**config.mk**
```make
export PLATFORM = sky130hd
export DESIGN_NAME = frame_tx_streamer_flat
export DESIGN_NICKNAME = d
export VERILOG_FILES = /design/src/rtl/frame_tx_streamer_if.sv /design/src/rtl/frame_tx_streamer.sv /design/src/flat_wrapper.sv
export SDC_FILE = /design/constraint.sdc
export NUM_CORES = 1
export LEC_CHECK = 0
export BUFFER_PORTS_ARGS = -buffer_cell sky130_fd_sc_hd__buf_2
export CAP_MARGIN = 5
export CORE_UTILIZATION = 57
export CTS_CLUSTER_DIAMETER = 40
export DETAILED_ROUTE_END_ITERATION = 10
export PLACE_DENSITY = 0.87
export SYNTH_ARGS = -nofsm -noshare
export SYNTH_HDL_FRONTEND = slang
export SYNTH_SLANG_ARGS = --single-unit
export TNS_END_PERCENT = 20
```
**constraint.sdc**
```tcl
create_clock -name clk -period 2.91 [get_ports clk]
set_input_delay 0.1455 -clock clk [delete_from_list [all_inputs] [get_ports clk]]
set_output_delay 0.1455 -clock clk [all_outputs]
set_load 0.05 [all_outputs]
```
**src/rtl/frame_tx_streamer_if.sv**
```systemverilog
`default_nettype none
// ============================================================================
// Module   : frame_tx_streamer_if
// Brief    : Bundle between the frame streamer, the result-memory read port
//            and the UART transmitter handshake.
// Revision : 1.0 - initial release
// ============================================================================
interface frame_tx_streamer_if #(
    parameter int ADDR_W = 14
);
    // Blur stage / memory / transmitter -> streamer
    logic              data_process_finish;
    logic [7:0]        mem_data_in;
    logic              tx_busy;
    // Streamer -> memory / transmitter
    logic [ADDR_W-1:0] read_addr;
    logic [7:0]        tx_data;
    logic              tx_start;
    logic              sending;
    logic              send_finish;

    // Streamer side
    modport master (
        input  data_process_finish,
        input  mem_data_in,
        input  tx_busy,
        output read_addr,
        output tx_data,
        output tx_start,
        output sending,
        output send_finish
    );

    // Environment side (blur stage, result memory, transmitter)
    modport slave (
        output data_process_finish,
        output mem_data_in,
        output tx_busy,
        input  read_addr,
        input  tx_data,
        input  tx_start,
        input  sending,
        input  send_finish
    );
endinterface
`default_nettype wire

```
**src/rtl/frame_tx_streamer.sv**
```systemverilog
`default_nettype none
// ============================================================================
// Module   : frame_tx_streamer
// Brief    : Reads a processed IMG_W x IMG_H 8-bit frame out of result memory
//            in raster order and hands it byte by byte to a UART transmitter
//            using a start/busy handshake.
// Revision : 1.0 - initial release
// ============================================================================
module frame_tx_streamer #(
    parameter int IMG_W  = 100,
    parameter int IMG_H  = 100,
    parameter int ADDR_W = 14,
    parameter int RD_LAT = 1
) (
    input  wire logic         clk,
    input  wire logic         rst,
    frame_tx_streamer_if.master bus
);

    // Address of the last pixel of the frame.
    localparam logic [ADDR_W-1:0] c_last_addr  = ADDR_W'(IMG_W * IMG_H - 1);
    // WAIT is entered together with the address update; it lingers this many
    // extra clocks so CAPTURE samples exactly RD_LAT clocks after the address.
    localparam logic [1:0]        c_wait_extra = 2'(RD_LAT - 1);

    typedef enum logic [2:0] {
        ST_IDLE    = 3'd0,
        ST_WAIT    = 3'd1,
        ST_CAPTURE = 3'd2,
        ST_SEND    = 3'd3,
        ST_ADVANCE = 3'd4,
        ST_DONE    = 3'd5
    } state_t;

    state_t            r_state;
    logic              r_prev;         // previous data_process_finish level
    logic [1:0]        r_lat_cnt;      // extra read-latency clocks spent in WAIT
    logic [7:0]        r_pix_buf;      // pixel captured from memory
    logic [ADDR_W-1:0] r_read_addr;
    logic [7:0]        r_tx_data;
    logic              r_tx_start;
    logic              r_sending;
    logic              r_send_finish;

    // A frame starts only on a rising edge seen while no frame is running;
    // the edge register resets high so a level held through reset is inert.
    logic w_start;
    assign w_start = bus.data_process_finish & ~r_prev & ~r_sending;

    // Frame sequencer: address generation, read-latency wait, capture and
    // transmitter handshake, all with registered outputs.
    always_ff @(posedge clk) begin
        if (rst) begin
            r_state       <= ST_IDLE;
            r_prev        <= 1'b1;
            r_lat_cnt     <= 2'd0;
            r_pix_buf     <= 8'd0;
            r_read_addr   <= '0;
            r_tx_data     <= 8'd0;
            r_tx_start    <= 1'b0;
            r_sending     <= 1'b0;
            r_send_finish <= 1'b0;
        end else begin
            // The edge register keeps tracking even mid-frame, so a level that
            // stays high cannot retrigger once the frame is done.
            r_prev     <= bus.data_process_finish;
            // tx_start is a single-clock pulse unless SEND re-asserts it.
            r_tx_start <= 1'b0;

            case (r_state)
                ST_IDLE: begin
                    if (w_start) begin
                        r_read_addr   <= '0;
                        r_sending     <= 1'b1;
                        r_send_finish <= 1'b0;
                        r_lat_cnt     <= 2'd0;
                        r_state       <= ST_WAIT;
                    end
                end

                ST_WAIT: begin
                    if (r_lat_cnt == c_wait_extra) begin
                        r_lat_cnt <= 2'd0;
                        r_state   <= ST_CAPTURE;
                    end else begin
                        r_lat_cnt <= r_lat_cnt + 2'd1;
                    end
                end

                ST_CAPTURE: begin
                    r_pix_buf <= bus.mem_data_in;
                    r_state   <= ST_SEND;
                end

                ST_SEND: begin
                    // Byte is issued only into an idle transmitter; tx_data
                    // therefore changes only together with tx_start.
                    if (!bus.tx_busy) begin
                        r_tx_data  <= r_pix_buf;
                        r_tx_start <= 1'b1;
                        if (r_read_addr == c_last_addr) begin
                            r_state <= ST_DONE;
                        end else begin
                            r_state <= ST_ADVANCE;
                        end
                    end
                end

                ST_ADVANCE: begin
                    // Prefetch the next pixel while the current byte shifts out.
                    r_read_addr <= r_read_addr + 1'b1;
                    r_state     <= ST_WAIT;
                end

                ST_DONE: begin
                    r_sending     <= 1'b0;
                    r_send_finish <= 1'b1;
                    r_state       <= ST_IDLE;
                end

                default: begin
                    r_state <= ST_IDLE;
                end
            endcase
        end
    end

    assign bus.read_addr   = r_read_addr;
    assign bus.tx_data     = r_tx_data;
    assign bus.tx_start    = r_tx_start;
    assign bus.sending     = r_sending;
    assign bus.send_finish = r_send_finish;

endmodule
`default_nettype wire

```
**src/flat_wrapper.sv**
```systemverilog
// flat-port wrapper written by rule: the top's interface ports become plain ports
module frame_tx_streamer_flat 
#(
    parameter int IMG_W  = 100,
    parameter int IMG_H  = 100,
    parameter int ADDR_W = 14,
    parameter int RD_LAT = 1
)
  (clk, rst, bus_data_process_finish, bus_mem_data_in, bus_tx_busy, bus_read_addr, bus_tx_data, bus_tx_start, bus_sending, bus_send_finish);
  frame_tx_streamer_if #(.ADDR_W(ADDR_W)) bus_i ();
  input  wire logic clk;
  input  wire logic rst;
  input wire logic [$bits(bus_i.data_process_finish)-1:0] bus_data_process_finish;
  input wire logic [$bits(bus_i.mem_data_in)-1:0] bus_mem_data_in;
  input wire logic [$bits(bus_i.tx_busy)-1:0] bus_tx_busy;
  output wire logic [$bits(bus_i.read_addr)-1:0] bus_read_addr;
  output wire logic [$bits(bus_i.tx_data)-1:0] bus_tx_data;
  output wire logic [$bits(bus_i.tx_start)-1:0] bus_tx_start;
  output wire logic [$bits(bus_i.sending)-1:0] bus_sending;
  output wire logic [$bits(bus_i.send_finish)-1:0] bus_send_finish;
  assign bus_i.data_process_finish = bus_data_process_finish;
  assign bus_i.mem_data_in = bus_mem_data_in;
  assign bus_i.tx_busy = bus_tx_busy;
  assign bus_read_addr = bus_i.read_addr;
  assign bus_tx_data = bus_i.tx_data;
  assign bus_tx_start = bus_i.tx_start;
  assign bus_sending = bus_i.sending;
  assign bus_send_finish = bus_i.send_finish;
  frame_tx_streamer #(.IMG_W(IMG_W), .IMG_H(IMG_H), .ADDR_W(ADDR_W), .RD_LAT(RD_LAT)) u_core (.clk(clk), .rst(rst), .bus(bus_i));
endmodule
```
; ---- Word level (Yosys, flattened, before mapping)
; Cells that the tools add are included.
[word_totals]
memories = 0
mem_bits_rw = 0
ff_bits = 39
latchBits = 0
output_inout_bits = 25
wordCells = 52
romBits = 0
[op_classes]
shift = 0
bitwise_logic = 6
n_eq_ne = 9
n_mux = 15
reduce_logical = 11
addsub = 2
multipliers = 0
magnitude_cmp = 0
n_div = 0
[op_table]
columns = operator, n
row1 = $pmux 14 s2, 1
row2 = $pmux 3 s5, 1
row3 = $add 14x1->14 const B, 1
row4 = $eq 14x14->1 const B, 1
row5 = $mux 14, 1
row6 = $mux 3, 3
row7 = $reduce_and 2->1, 4
row8 = $eq 3x2->1 const B, 2
row9 = $eq 3x3->1 const B, 2
row10 = $reduce_bool 2->1, 3
row11 = $mux 1, 4
row12 = $mux 2, 2
row13 = $ne 2x1->1 const B, 2
row14 = $not 1->1, 4
row15 = $pmux 1 s2, 2
row16 = $pmux 2 s2, 1
row17 = $eq 3x1->1 const B, 1
row18 = $logic_not 3->1, 1
row19 = $reduce_and 3->1, 1
row20 = $add 2x1->2 const B, 1
row21 = $and 1x1->1, 2
row22 = $logic_not 2->1, 1
row23 = $ne 2x2->1 const B, 1
row24 = $reduce_or 2->1, 1

; ---- Depth between registers and ports, before layout
[logic_depth]
ltp_word = 5
depth_mapped = 6

; ---- Worst setup path before layout
; OpenSTA, ideal clock, no wires.
[synth_timing]
path_type = flip-flop to flip-flop
start = register u_core.r_read_addr[0] (netlist: u_core.bus.read_addr[0])
end = register u_core.r_read_addr[10] (netlist: u_core.bus.read_addr[10])
path_stages_with_launch = 6
arrival_ns = 1.693
path_slack_ns = 1.147
required_ns = 2.839
n_path_buf = 0
cell_sequence = dfxtp_1 -> ha_1 -> and3_1 -> nand4_1 -> or3_1 -> a21oi_1
[synth_between]
elab_chain_cells = 2
[synth_lines]
columns = item, line
row1 = "start, declared", frame_tx_streamer.sv:39  ; logic [ADDR_W-1:0] r_read_addr;
row2 = "start signal, assigned", frame_tx_streamer.sv:111  ; r_read_addr <= r_read_addr + 1'b1;
row3 = $add 14x1->14, frame_tx_streamer.sv:111
row4 = $pmux 14 s2, frame_tx_streamer.sv:70  ; case (r_state)
; Every way passes these cells.
; A chain may end at the register's enable or synchronous reset.

; ---- Worst setup path after layout
[layout_timing]
start = register u_core.r_state[2]
end = register u_core.r_read_addr[6] (netlist: u_core.bus.read_addr[6])
[layout_between]
elab_chain_cells = 3
elab_cells_between_ends = 6
classes_between = eq/ne (2) / mux (1) / reduce/logical (3)
[layout_lines]
columns = item, line
row1 = "start, declared", frame_tx_streamer.sv:35  ; state_t r_state;
row2 = "start signal, assigned", frame_tx_streamer.sv:54  ; r_state <= ST_IDLE;
row3 = "start signal, assigned", frame_tx_streamer.sv:77  ; r_state <= ST_WAIT;
row4 = "start signal, assigned", frame_tx_streamer.sv:84  ; r_state <= ST_CAPTURE;
row5 = $eq 3x3->1 / $logic_not 3->1 (equally long branches), frame_tx_streamer.sv:70
row6 = $reduce_bool 2->1 (no line) / $ne 2x1->1 (equally long branches), -
row7 = $reduce_and 2->1 (no line), -
; Several ways; a longest one is shown, not always the timed one.

==> results.yml <==
setup_path:
  crit_path_start_kind: "flip-flop"
  reg2reg_to: "u_core.bus.read_addr[6]$_SDFFE_PP0P_"
  cp.arrival_ps: 1880
  r2r_setup_slack_ps: 1280
  crit_path_end: "u_core.bus.read_addr[6]$_SDFFE_PP0P_"
  worstSetupPathType: "reg2reg"
  cp.required_ps: 3160
  end_kind: "flip-flop"
  reg2reg_depth: 4
  worstReg2RegStart: "u_core.r_state[2]$_SDFFE_PP0P_"
  cp-startpoint: "u_core.r_state[2]$_SDFFE_PP0P_"
  crit_fanout: 12
floorplanning:
  core-area_sq_mm: 0.00278
  dieArea_sq_mm: 0.00320
  start_util: 0.610
  die_h_um: 56.6
  io_pins: 37
  num_rows: 19
  fp.dieW_um: 56.6
synthesis:
  async_flop_share: 0
  synthFlopType: "dfxtp_1"
  netlist_area_sq_mm: 0.00170
  synth_commonest_cells: "dfxtp_1, nand2_1, nor2_1, a21oi_1, mux2i_1"
  syn_avg_cell_area_sq_um: 8.53
  ys_top_cells_by_area: "dfxtp_1, a21oi_1, mux2i_1"
  synthCells: 199
  synth_seq_area_share: 0.460
  yosys_warnings: 0
  synth_top_area_frac: 0.460
  synth_edf_count: 0
  yosysMostFrequentCell: "dfxtp_1"
  synth_seq_cells: 39
  syn-num-nets: 214
  ys_types: 37
  yosys.area.top_type: "dfxtp_1"
detailed_routing:
  drtIter0Drc: 76
  antenna_left: 0
  wl_per_cell_um: 12.7
  drc: 0
  first_pass_iters: 4
  vias: 1489
  viasPerCell: 5.64
  drt-total-wl_mm: 3.35
clock_tree:
  post-cts-setup-buffer-count: 0
  cts-resized-gates: 0
  cts_tree: "built"
  cts_inserted_buffers: 5
  ctsHoldBuffers: 0
  clk_latency_ps: 320
  clock-sinks: 39
  clk_pin_slew_worst_paths_ps: 110
  cts-root-buf: "clkbuf_4"
  clock_path_buffers: 2
  cts_max_level: 2
global_routing:
  grt_pass1_vias: 1273
  grt_pass1_wl_mm: 5.69
  antenna_found_initial: 0
  grt-ovfl-total: 0
  grt_max_degree: 26
  grtUsageTotal: 0.224
timing:
  skew_ps: 3.78
  finalWorstSetupSlack_ps: 1280
  finalCriticalPeriod_ps: 1630
  tns_ps: 0
  max_slew.worst_pin.slew_ps: 590
  period_share: 0.560
  rsz0062_at_grt: "false"
  relSlewSlack: 0.604
  finalSetupViolations: 0
  hold_viol: 0
  clock.fmax_mhz: 614
  slew_violations: 0
final_layout:
  fin_nets: 247
  layout.filler_cells: 240
  layout-drive-gt1-share: 0.223
  final_core_util: 0.694
  final_cells: 264
  syn_to_final_growth_pct: 13.6
  antennaDiodeCount: 0
placed_design:
  dp.cells: 256
  dp_hpwl_mm: 2.34
  io_buffers: 36
  routabilityCongestion: 0.804
  dp_slack_ps: 1310
flow_run:
  drv_cap: 0
pwr:
  p_total_uw: 1010
  p_per_area_mw_per_mm2: 521
  p_leak_uw: 0.000808
  peakVddDrop_mv: 0.640
hold_path:
  holdCritPathClass: "in2reg"
run_status:
  outcome: "finished, final reports clean"
## placed cells by master, fill, tap and decap left out, types with 4 or more instances in the layout
| cell | netlist | routed |
|---|---|---|
| a211oi_1 | 4 | 4 |
| a21oi_1 | 21 | 21 |
| and3_1 | 5 | 5 |
| buf_2 | 5 | 36 |
| clkbuf_4 | 0 | 5 |
| dfxtp_1 | 39 | 39 |
| inv_1 | 5 | 5 |
| mux2i_1 | 9 | 9 |
| nand2_1 | 23 | 23 |
| nand2b_1 | 4 | 4 |
| nand3_1 | 6 | 6 |
| nand4_1 | 4 | 4 |
| nor2_1 | 23 | 23 |
| nor3_1 | 5 | 5 |
| o21ai_1 | 6 | 6 |
## layout make-up
cell class / instances / area, sq um / share of cell area
inverter: 5 / 18.8 / 0.00973
tap: 31 / 38.8 / 0.0201
multi-input combinational: 144 / 851 / 0.441
sequential: 39 / 781 / 0.405
clock inverter: 3 / 15.0 / 0.00778
timing repair buffer: 37 / 188 / 0.0973
clock buffer: 5 / 37.5 / 0.0195
## sequential cells by signal (all words and copies together) (netlist names)
name	flops
u_core.bus.tx_data	8
u_core.r_lat_cnt	2
u_core.bus.send_finish	1
u_core.r_prev	1
u_core.bus.tx_start	1
u_core.r_state	3
u_core.bus.sending	1
u_core.r_pix_buf	8
u_core.bus.read_addr	14
## routing by layer
layer | track usage | part of all wire | vias up
met3 | 0.0645 | 0.044 | 2
met5 | 0 | 0 | -
li1 | - | - | 764
met1 | 0.298 | 0.48 | 684
met4 | 0.0523 | 0.0057 | 0
met2 | 0.358 | 0.47 | 39
## power by group
group	internal [uW]	switching, uW	total, uW
logic	63.4	95.1	158
registers	559	32.1	591
clock network	90.0	167	257
total	712	294	1010
## critical path: stages, from the launching register on
cell and delay [ps]:
dfxtp_1 530, or3b_1 500, nor2_2 210, a31oi_1 110, a211oi_1 200
## kinds of logic (layout without fill, tap and decap cells)
group / Yosys count / count (layout) / synth area share
AOI/OAI and AO/OA: 46 / 46 / 0.164
adders and majority gates: 3 / 3 / 0.0221
and+or+nand+nor: 86 / 86 / 0.262
buffers and inverters: 16 / 50 / 0.0391
muxes: 9 / 9 / 0.0531
DFF: 39 / 39 / 0.460
## metrics by stage
step / instance area (sq um) / hold slack [ps]
2_1_floorplan: 1700 / 252
3_3_place_gp: 1880 / 345
3_5_place_dp: 1880 / 356
4_1_cts: 1930 / 10.6
5_1_grt: 1930 / 6.82
6_report: 1930 / 19.4
## worst min path at each step
| stage | startpoint | end | slack [ps] | cells after the start |
|---|---|---|---|---|
| after floorplan | bus_data_process_finish | u_core.r_prev$_SDFF_PP1_ | 250 | 1 |
| after global placement | bus_data_process_finish | u_core.r_prev$_SDFF_PP1_ | 350 | 2 |
| after detailed placement | bus_data_process_finish | u_core.r_prev$_SDFF_PP1_ | 360 | 2 |
| after CTS | bus_data_process_finish | u_core.r_prev$_SDFF_PP1_ | 10 | 2 |
| after global routing | bus_data_process_finish | u_core.r_prev$_SDFF_PP1_ | 7 | 2 |
| final | bus_data_process_finish | u_core.r_prev$_SDFF_PP1_ | 20 | 2 |
Note: power is estimated with default switching activity, not from simulation.
